### src/rtl/block_store_multi_pkg.sv
// Shared definitions for the multi-slot block store (package blkstore_pkg).
package blkstore_pkg;

  localparam int unsigned BLK_STATE_W_DEF = 352;

  typedef logic [BLK_STATE_W_DEF-1:0] blk_state_t;

  // Number of input beats that make up one assembled block.
  function automatic int unsigned beats_f(input int unsigned state_w, input int unsigned in_w);
    return state_w / in_w;
  endfunction

  // Ring pointer width; a single-slot ring still gets a 1-bit pointer.
  function automatic int unsigned ptr_w_f(input int unsigned depth);
    return (depth > 1) ? $clog2(depth) : 1;
  endfunction

endpackage

### src/rtl/block_store_multi_if.sv
// Host write port / hash-core read port bundle for block_store_multi.
// BLKSTORE_CNT_EN adds the blockCount status output.
interface block_store_multi_if #(
  parameter int unsigned IN_W    = 32,
  parameter int unsigned STATE_W = 352
);
  logic               writeValid;
  logic [IN_W-1:0]    blockData;
  logic               writeAbort;
  logic               writeReady;
  logic               readConsume;
  logic               validOut;
  logic               newBlock;
  logic [STATE_W-1:0] initialState;
  logic               overflow;
`ifdef BLKSTORE_CNT_EN
  logic [31:0]        blockCount;

  modport master (
    output writeValid, blockData, writeAbort, readConsume,
    input  writeReady, validOut, newBlock, initialState, overflow, blockCount
  );

  modport slave (
    input  writeValid, blockData, writeAbort, readConsume,
    output writeReady, validOut, newBlock, initialState, overflow, blockCount
  );
`else
  modport master (
    output writeValid, blockData, writeAbort, readConsume,
    input  writeReady, validOut, newBlock, initialState, overflow
  );

  modport slave (
    input  writeValid, blockData, writeAbort, readConsume,
    output writeReady, validOut, newBlock, initialState, overflow
  );
`endif
endinterface

### src/rtl/block_store_multi_assembler.sv
// Beat assembler: tracks the beat position within the block being loaded,
// handles abort, and produces the updated contents of the slot being written.
module blk_beat_assembler
  import blkstore_pkg::*;
#(
  parameter int unsigned IN_W    = 32,
  parameter int unsigned STATE_W = 352
) (
  input  logic               clk,
  input  logic               rst,
  input  logic               write_valid,
  input  logic               write_ready,
  input  logic               write_abort,
  input  logic [IN_W-1:0]    block_data,
  input  logic [STATE_W-1:0] cur_blk,
  output logic               wr_en,
  output logic [STATE_W-1:0] nxt_blk,
  output logic               block_done
);
  localparam int unsigned BEATS  = beats_f(STATE_W, IN_W);
  localparam int unsigned BEAT_W = (BEATS > 1) ? $clog2(BEATS) : 1;

  logic [BEAT_W-1:0] beat_q, beat_d;
  logic              accept;

  // Accept/abort decode, beat advance and merge of the beat into the slot image.
  always_comb begin
    accept     = write_valid && write_ready && !write_abort;
    wr_en      = accept;
    block_done = accept && (beat_q == BEAT_W'(BEATS - 1));
    nxt_blk    = cur_blk;
    beat_d     = beat_q;
    if (write_abort) begin
      beat_d = '0;
    end else if (accept) begin
      beat_d = block_done ? '0 : beat_q + BEAT_W'(1);
    end
    if (accept) begin
      for (int unsigned i = 0; i < BEATS; i++) begin
        if (beat_q == BEAT_W'(i)) begin
          nxt_blk[STATE_W-1-i*IN_W -: IN_W] = block_data;
        end
      end
    end
  end

  // Beat position register.
  always_ff @(posedge clk) begin
    if (rst) beat_q <= '0;
    else     beat_q <= beat_d;
  end

endmodule

### src/rtl/block_store_multi.sv
// Multi-slot block store: assembles IN_W-bit header beats into STATE_W-bit
// blocks and holds up to DEPTH complete blocks in a ring feeding the hash core.
// Optional feature macro: BLKSTORE_CNT_EN (adds blockCount).
module block_store_multi
  import blkstore_pkg::*;
#(
  parameter int unsigned IN_W    = 32,
  parameter int unsigned STATE_W = 352,
  parameter int unsigned DEPTH   = 2
) (
  input  logic              clk,
  input  logic              rst,
  block_store_multi_if.slave bus
);
  localparam int unsigned BEATS = beats_f(STATE_W, IN_W);
  localparam int unsigned PTR_W = ptr_w_f(DEPTH);
  localparam int unsigned CNT_W = $clog2(DEPTH + 1);

  if (BEATS * IN_W != STATE_W) begin : g_bad_width
    $error("block_store_multi: STATE_W must be a multiple of IN_W");
  end
  if (DEPTH < 1) begin : g_bad_depth
    $error("block_store_multi: DEPTH must be at least 1");
  end

  function automatic logic [PTR_W-1:0] ptr_inc(input logic [PTR_W-1:0] p);
    return (p == PTR_W'(DEPTH - 1)) ? '0 : p + PTR_W'(1);
  endfunction

  logic [STATE_W-1:0] slot_q [DEPTH];
  logic [STATE_W-1:0] slot_d [DEPTH];
  logic [PTR_W-1:0]   wp_q, wp_d, rp_q, rp_d;
  logic [CNT_W-1:0]   count_q, count_d;
  logic               valid_q, valid_d;
  logic               new_block_q, new_block_d;
  logic [STATE_W-1:0] init_state_q, init_state_d;
  logic               overflow_q, overflow_d;

  logic               write_ready;
  logic               rd_fire;
  logic               drop;
  logic               wr_en;
  logic               block_done;
  logic [STATE_W-1:0] nxt_blk;

  assign write_ready = (count_q < CNT_W'(DEPTH));

  blk_beat_assembler #(
    .IN_W    (IN_W),
    .STATE_W (STATE_W)
  ) u_asm (
    .clk         (clk),
    .rst         (rst),
    .write_valid (bus.writeValid),
    .write_ready (write_ready),
    .write_abort (bus.writeAbort),
    .block_data  (bus.blockData),
    .cur_blk     (slot_q[wp_q]),
    .wr_en       (wr_en),
    .nxt_blk     (nxt_blk),
    .block_done  (block_done)
  );

  // Ring bookkeeping and next-cycle read-side outputs. The head image is taken
  // from the post-write slot array so a just-completed block is visible at once.
  always_comb begin
    slot_d       = slot_q;
    wp_d         = wp_q;
    rp_d         = rp_q;
    count_d      = count_q;
    rd_fire      = bus.readConsume && valid_q;
    drop         = bus.writeValid && !write_ready && !bus.writeAbort;
    overflow_d   = overflow_q || drop;

    if (wr_en) slot_d[wp_q] = nxt_blk;
    if (block_done) wp_d = ptr_inc(wp_q);
    if (rd_fire) rp_d = ptr_inc(rp_q);

    unique case ({block_done, rd_fire})
      2'b10:   count_d = count_q + CNT_W'(1);
      2'b01:   count_d = count_q - CNT_W'(1);
      default: count_d = count_q;
    endcase

    valid_d      = (count_d != '0);
    new_block_d  = valid_d && (rd_fire || (count_q == '0));
    init_state_d = valid_d ? slot_d[rp_d] : '0;
  end

  // Slot storage, pointers, count and registered outputs.
  always_ff @(posedge clk) begin
    if (rst) begin
      for (int unsigned i = 0; i < DEPTH; i++) slot_q[i] <= '0;
      wp_q         <= '0;
      rp_q         <= '0;
      count_q      <= '0;
      valid_q      <= 1'b0;
      new_block_q  <= 1'b0;
      init_state_q <= '0;
      overflow_q   <= 1'b0;
    end else begin
      slot_q       <= slot_d;
      wp_q         <= wp_d;
      rp_q         <= rp_d;
      count_q      <= count_d;
      valid_q      <= valid_d;
      new_block_q  <= new_block_d;
      init_state_q <= init_state_d;
      overflow_q   <= overflow_d;
    end
  end

  assign bus.writeReady   = write_ready;
  assign bus.validOut     = valid_q;
  assign bus.newBlock     = new_block_q;
  assign bus.initialState = init_state_q;
  assign bus.overflow     = overflow_q;

`ifdef BLKSTORE_CNT_EN
  logic [31:0] block_count_q, block_count_d;

  // Completed-block counter; wraps naturally at 2^32.
  always_comb begin
    block_count_d = block_count_q + (block_done ? 32'd1 : 32'd0);
  end

  // Counter register.
  always_ff @(posedge clk) begin
    if (rst) block_count_q <= '0;
    else     block_count_q <= block_count_d;
  end

  assign bus.blockCount = block_count_q;
`endif

endmodule

### src/flat_wrapper.sv
// flat-port wrapper written by rule: the top's interface ports become plain ports
module block_store_multi_flat import blkstore_pkg::*;
#(
  parameter int unsigned IN_W    = 32,
  parameter int unsigned STATE_W = 352,
  parameter int unsigned DEPTH   = 2
)
  (clk, rst, bus_writeValid, bus_blockData, bus_writeAbort, bus_readConsume, bus_writeReady, bus_validOut, bus_newBlock, bus_initialState, bus_overflow);
  block_store_multi_if #(.IN_W(IN_W), .STATE_W(STATE_W)) bus_i ();
  input  logic clk;
  input  logic rst;
  input wire logic [$bits(bus_i.writeValid)-1:0] bus_writeValid;
  input wire logic [$bits(bus_i.blockData)-1:0] bus_blockData;
  input wire logic [$bits(bus_i.writeAbort)-1:0] bus_writeAbort;
  input wire logic [$bits(bus_i.readConsume)-1:0] bus_readConsume;
  output wire logic [$bits(bus_i.writeReady)-1:0] bus_writeReady;
  output wire logic [$bits(bus_i.validOut)-1:0] bus_validOut;
  output wire logic [$bits(bus_i.newBlock)-1:0] bus_newBlock;
  output wire logic [$bits(bus_i.initialState)-1:0] bus_initialState;
  output wire logic [$bits(bus_i.overflow)-1:0] bus_overflow;
  assign bus_i.writeValid = bus_writeValid;
  assign bus_i.blockData = bus_blockData;
  assign bus_i.writeAbort = bus_writeAbort;
  assign bus_i.readConsume = bus_readConsume;
  assign bus_writeReady = bus_i.writeReady;
  assign bus_validOut = bus_i.validOut;
  assign bus_newBlock = bus_i.newBlock;
  assign bus_initialState = bus_i.initialState;
  assign bus_overflow = bus_i.overflow;
  block_store_multi #(.IN_W(IN_W), .STATE_W(STATE_W), .DEPTH(DEPTH)) u_core (.clk(clk), .rst(rst), .bus(bus_i));
endmodule
### config.mk
export PLATFORM = sky130hd
export DESIGN_NAME = block_store_multi_flat
export DESIGN_NICKNAME = d
export VERILOG_FILES = /design/src/rtl/block_store_multi_pkg.sv /design/src/rtl/block_store_multi_if.sv /design/src/rtl/block_store_multi_assembler.sv /design/src/rtl/block_store_multi.sv /design/src/flat_wrapper.sv
export SDC_FILE = /design/constraint.sdc
export NUM_CORES = 2
export LEC_CHECK = 0
export ABC_AREA = 1
export CAP_MARGIN = 20
export CORE_ASPECT_RATIO = 1.75
export CORE_MARGIN = 5
export CORE_UTILIZATION = 63
export CTS_CLUSTER_DIAMETER = 40
export DETAILED_ROUTE_END_ITERATION = 8
export PLACE_DENSITY = 0.85
export SLEW_MARGIN = 30
export SYNTH_ARGS = -nofsm -noshare
export SYNTH_HDL_FRONTEND = slang
export SYNTH_SLANG_ARGS = --single-unit
### constraint.sdc
create_clock -name clk -period 6.8 [get_ports clk]
set_input_delay 1.02 -clock clk [delete_from_list [all_inputs] [get_ports clk]]
set_output_delay 1.02 -clock clk [all_outputs]
set_load 0.03 [all_outputs]
==> impl_metrics.tcl <==
set metrics [dict create \
    status "completed" \
    worstPathRequired_ps 7440 \
    tightest_slew_ps 1130 \
    dr.pass1.iters 8 \
    clk_latency_ps 700 \
    num_vias 51600 \
    startpoint "bus_writeValid" \
    die-area_um2 84000 \
    yosysSeqAreaShare_pct 43.4 \
    clock-sinks 1067 \
    synth_area_um2 49200 \
    setup-violations-final 0 \
    worstSetupPathType "primary input to register" \
    drive_gt1_share_pct 3.84 \
    cp-start-kind "primary input" \
    fin_util_pct 73.2 \
    synth_nets 7724 \
    power_density_nw_per_um2 243 \
    gp_congestion 0.896 \
    p_leak_nw 22.4 \
    drtIter0Drc 6569 \
    remaining_drc_errors 0 \
    clock_skew_ps 15.5 \
    post_cts_resized 0 \
    design.portCount 393 \
    irDropWorstVdd_mv 0.203 \
    rows 135 \
    antenna_found_initial 3 \
    min_from "u_core.slot_q[75]" \
    wl_per_cell_um 18.1 \
    clkTransAtPathRegs_ps 60 \
    synth_cells 7682 \
    num-nets-final 7772 \
    start_util_pct 63.5 \
    cap_violations 0 \
    cts_tree "built" \
    r2r_start "u_core.u_asm.beat_q[0]" \
    layout_min_cycle_time_ps 3790 \
    area_growth_pct 15.2 \
    crit_fanout 161 \
    yosysUniqueCellTypes 29 \
    grt_pass1_wl_mm 247 \
    rsz0062_at_grt "no" \
    relSlewSlack_pct 24.8 \
    clockRootBuffer "clkbuf_16" \
    max_freq_mhz 264 \
    die_h_um 380 \
    fillerInstances 6293 \
    core_area_um2 77500 \
    yosys_register_bits 1067 \
    hold_buffers 0 \
    grt.total_usage_pct 35.9 \
    synth_warnings 0 \
    cts_buffer_depth 3 \
    post_cts_buffers 0 \
    hp-class "register to register" \
    htreeDepth 3 \
    viasPerCell 5.83 \
    tns_ps 0 \
    report.final.hold_viol_count 0 \
    grt-ovfl-total 0 \
    crit_arrival_ps 4430 \
    slew_violations 0 \
    io_buffers 392 \
    die_x_um 221 \
    grt_max_degree 265 \
    numCtsBuffers 105 \
    setup.worst_path.end_class "register" \
    syn_avg_cell_area_um2 6.41 \
    hpwl_mm 94.6 \
    finalCritPeriodShare_pct 55.8 \
    wl_mm 160 \
    final_antenna_net_count 0 \
    grt_pass1_vias 48000 \
]
## final timing paths
kind | slack (ps) | to | depth (start not counted)
worst min register to register | 490 | u_core.slot_q[75] | 2
worst max register to register | 3110 | u_core.bus.initialState[299] | 14
worst min-delay path | 490 | u_core.slot_q[75] | 2
worst max-delay path | 3010 | u_core.bus.initialState[299] | 13
## critical path: stages
cell,delay (ps)
clkdlybuf4s50_1,550
nand2_1,120
nor2_4,100
nand2_2,470
ha_1,540
inv_1,80
nand3_1,70
nand2_1,60
nand3_1,130
o21ai_4,130
buf_12,480
nand2_1,150
nor2_1,130
## metrics by stage
| stage | hold WS [ps] | instances | setup WS [ps] | power [mW] | instance area (um^2) |
|---|---|---|---|---|---|
| 6_report | 486 | 8848 | 3010 | 13.8 | 56700 |
| 5_1_grt | 503 | 8846 | 2740 | 14.2 | 56700 |
| 4_1_cts | 489 | 8842 | 3020 | 13.8 | 56600 |
| 3_5_place_dp | 470 | 8646 | 2330 | 7.59 | 52800 |
| 3_3_place_gp | 471 | 8646 | 2420 | 7.56 | 52800 |
| 2_1_floorplan | 466 | 7682 | 3650 | 7.31 | 49200 |
## routing by layer
layer | GRT usage [%] | up-vias | wire (um)
li1 | - | 24500 | -
met1 | 42.0 | 23900 | 58200
met2 | 58.9 | 2715 | 73000
met3 | 6.51 | 544 | 15600
met4 | 25.9 | 4 | 13000
met5 | 0 | - | 32
## final cells by class
| type | instances | area, um^2 | area share, % |
|---|---|---|---|
| clock inverters | 58 | 714 | 1.26 |
| repair buffers | 444 | 4580 | 8.07 |
| flip-flops and latches | 1067 | 21400 | 37.7 |
| inverters | 375 | 1440 | 2.54 |
| clock buffers | 138 | 3030 | 5.34 |
| well taps | 1027 | 1280 | 2.27 |
| multi-input cells | 5737 | 24300 | 42.9 |
| diodes | 2 | 5.00 | 0.00882 |
## cells in the final DEF (no fill, tap or decap), types with 6 or more instances in the layout
cell / instances
clkinv_2: 15
nor2_4: 35
nor2_1: 712
inv_1: 368
and2_1: 17
buf_6: 7
clkbuf_8: 15
buf_12: 12
buf_4: 29
dfxtp_1: 1066
nor2_2: 12
o21ai_0: 326
nand2_1: 3092
and2_0: 11
bufinv_16: 13
nand3_1: 801
nand2_2: 6
clkbuf_16: 111
a21oi_1: 707
clkdlybuf4s50_1: 391
clkbuf_1: 12
inv_6: 8
clkinvlp_4: 15
## logic make-up after synthesis
| kind of cell | Yosys count | share of synthesized area, % |
|---|---|---|
| XOR/XNOR | 3 | 0.0534 |
| adder cells (fa/ha/maj) | 5 | 0.127 |
| buffers and inverters | 878 | 7.34 |
| AO/OA/AOI/OAI | 1037 | 10.6 |
| flip-flops | 1067 | 43.4 |
| AND/OR/NAND/NOR | 4692 | 38.5 |
## flip-flops by register name, summed over array words and instances, names as in the netlist
name                     cells
u_core.wp_q                  1
u_core.count_q               2
u_core.bus.validOut          1
u_core.bus.newBlock          1
u_core.slot_q              704
u_core.rp_q                  1
u_core.bus.overflow          1
u_core.bus.initialState    352
u_core.u_asm.beat_q          4
## where the power goes
group,internal (mW),switching [mW]
Clock,3.66,2.62
Sequential,6.37,0.0318
Combinational,0.329,0.758
## cell usage after synthesis, drive strengths merged
master,n,share of area [%]
nor3,2,0.020
nand4,2,0.025
a21boi,1,0.015
a31oi,1,0.013
xor2,3,0.053
nand2,3098,24
buf,262,2.6
ha,5,0.13
a21oi,707,7.2
dfxtp,1067,43
o21ai,327,3.3
inv,375,2.9
nor2,759,6.3
and2,28,0.36
nand3,802,8.2
nand3b,1,0.015
o21a,1,0.015
clkbuf,241,1.8
Note: power is estimated with default switching activity, not from simulation.
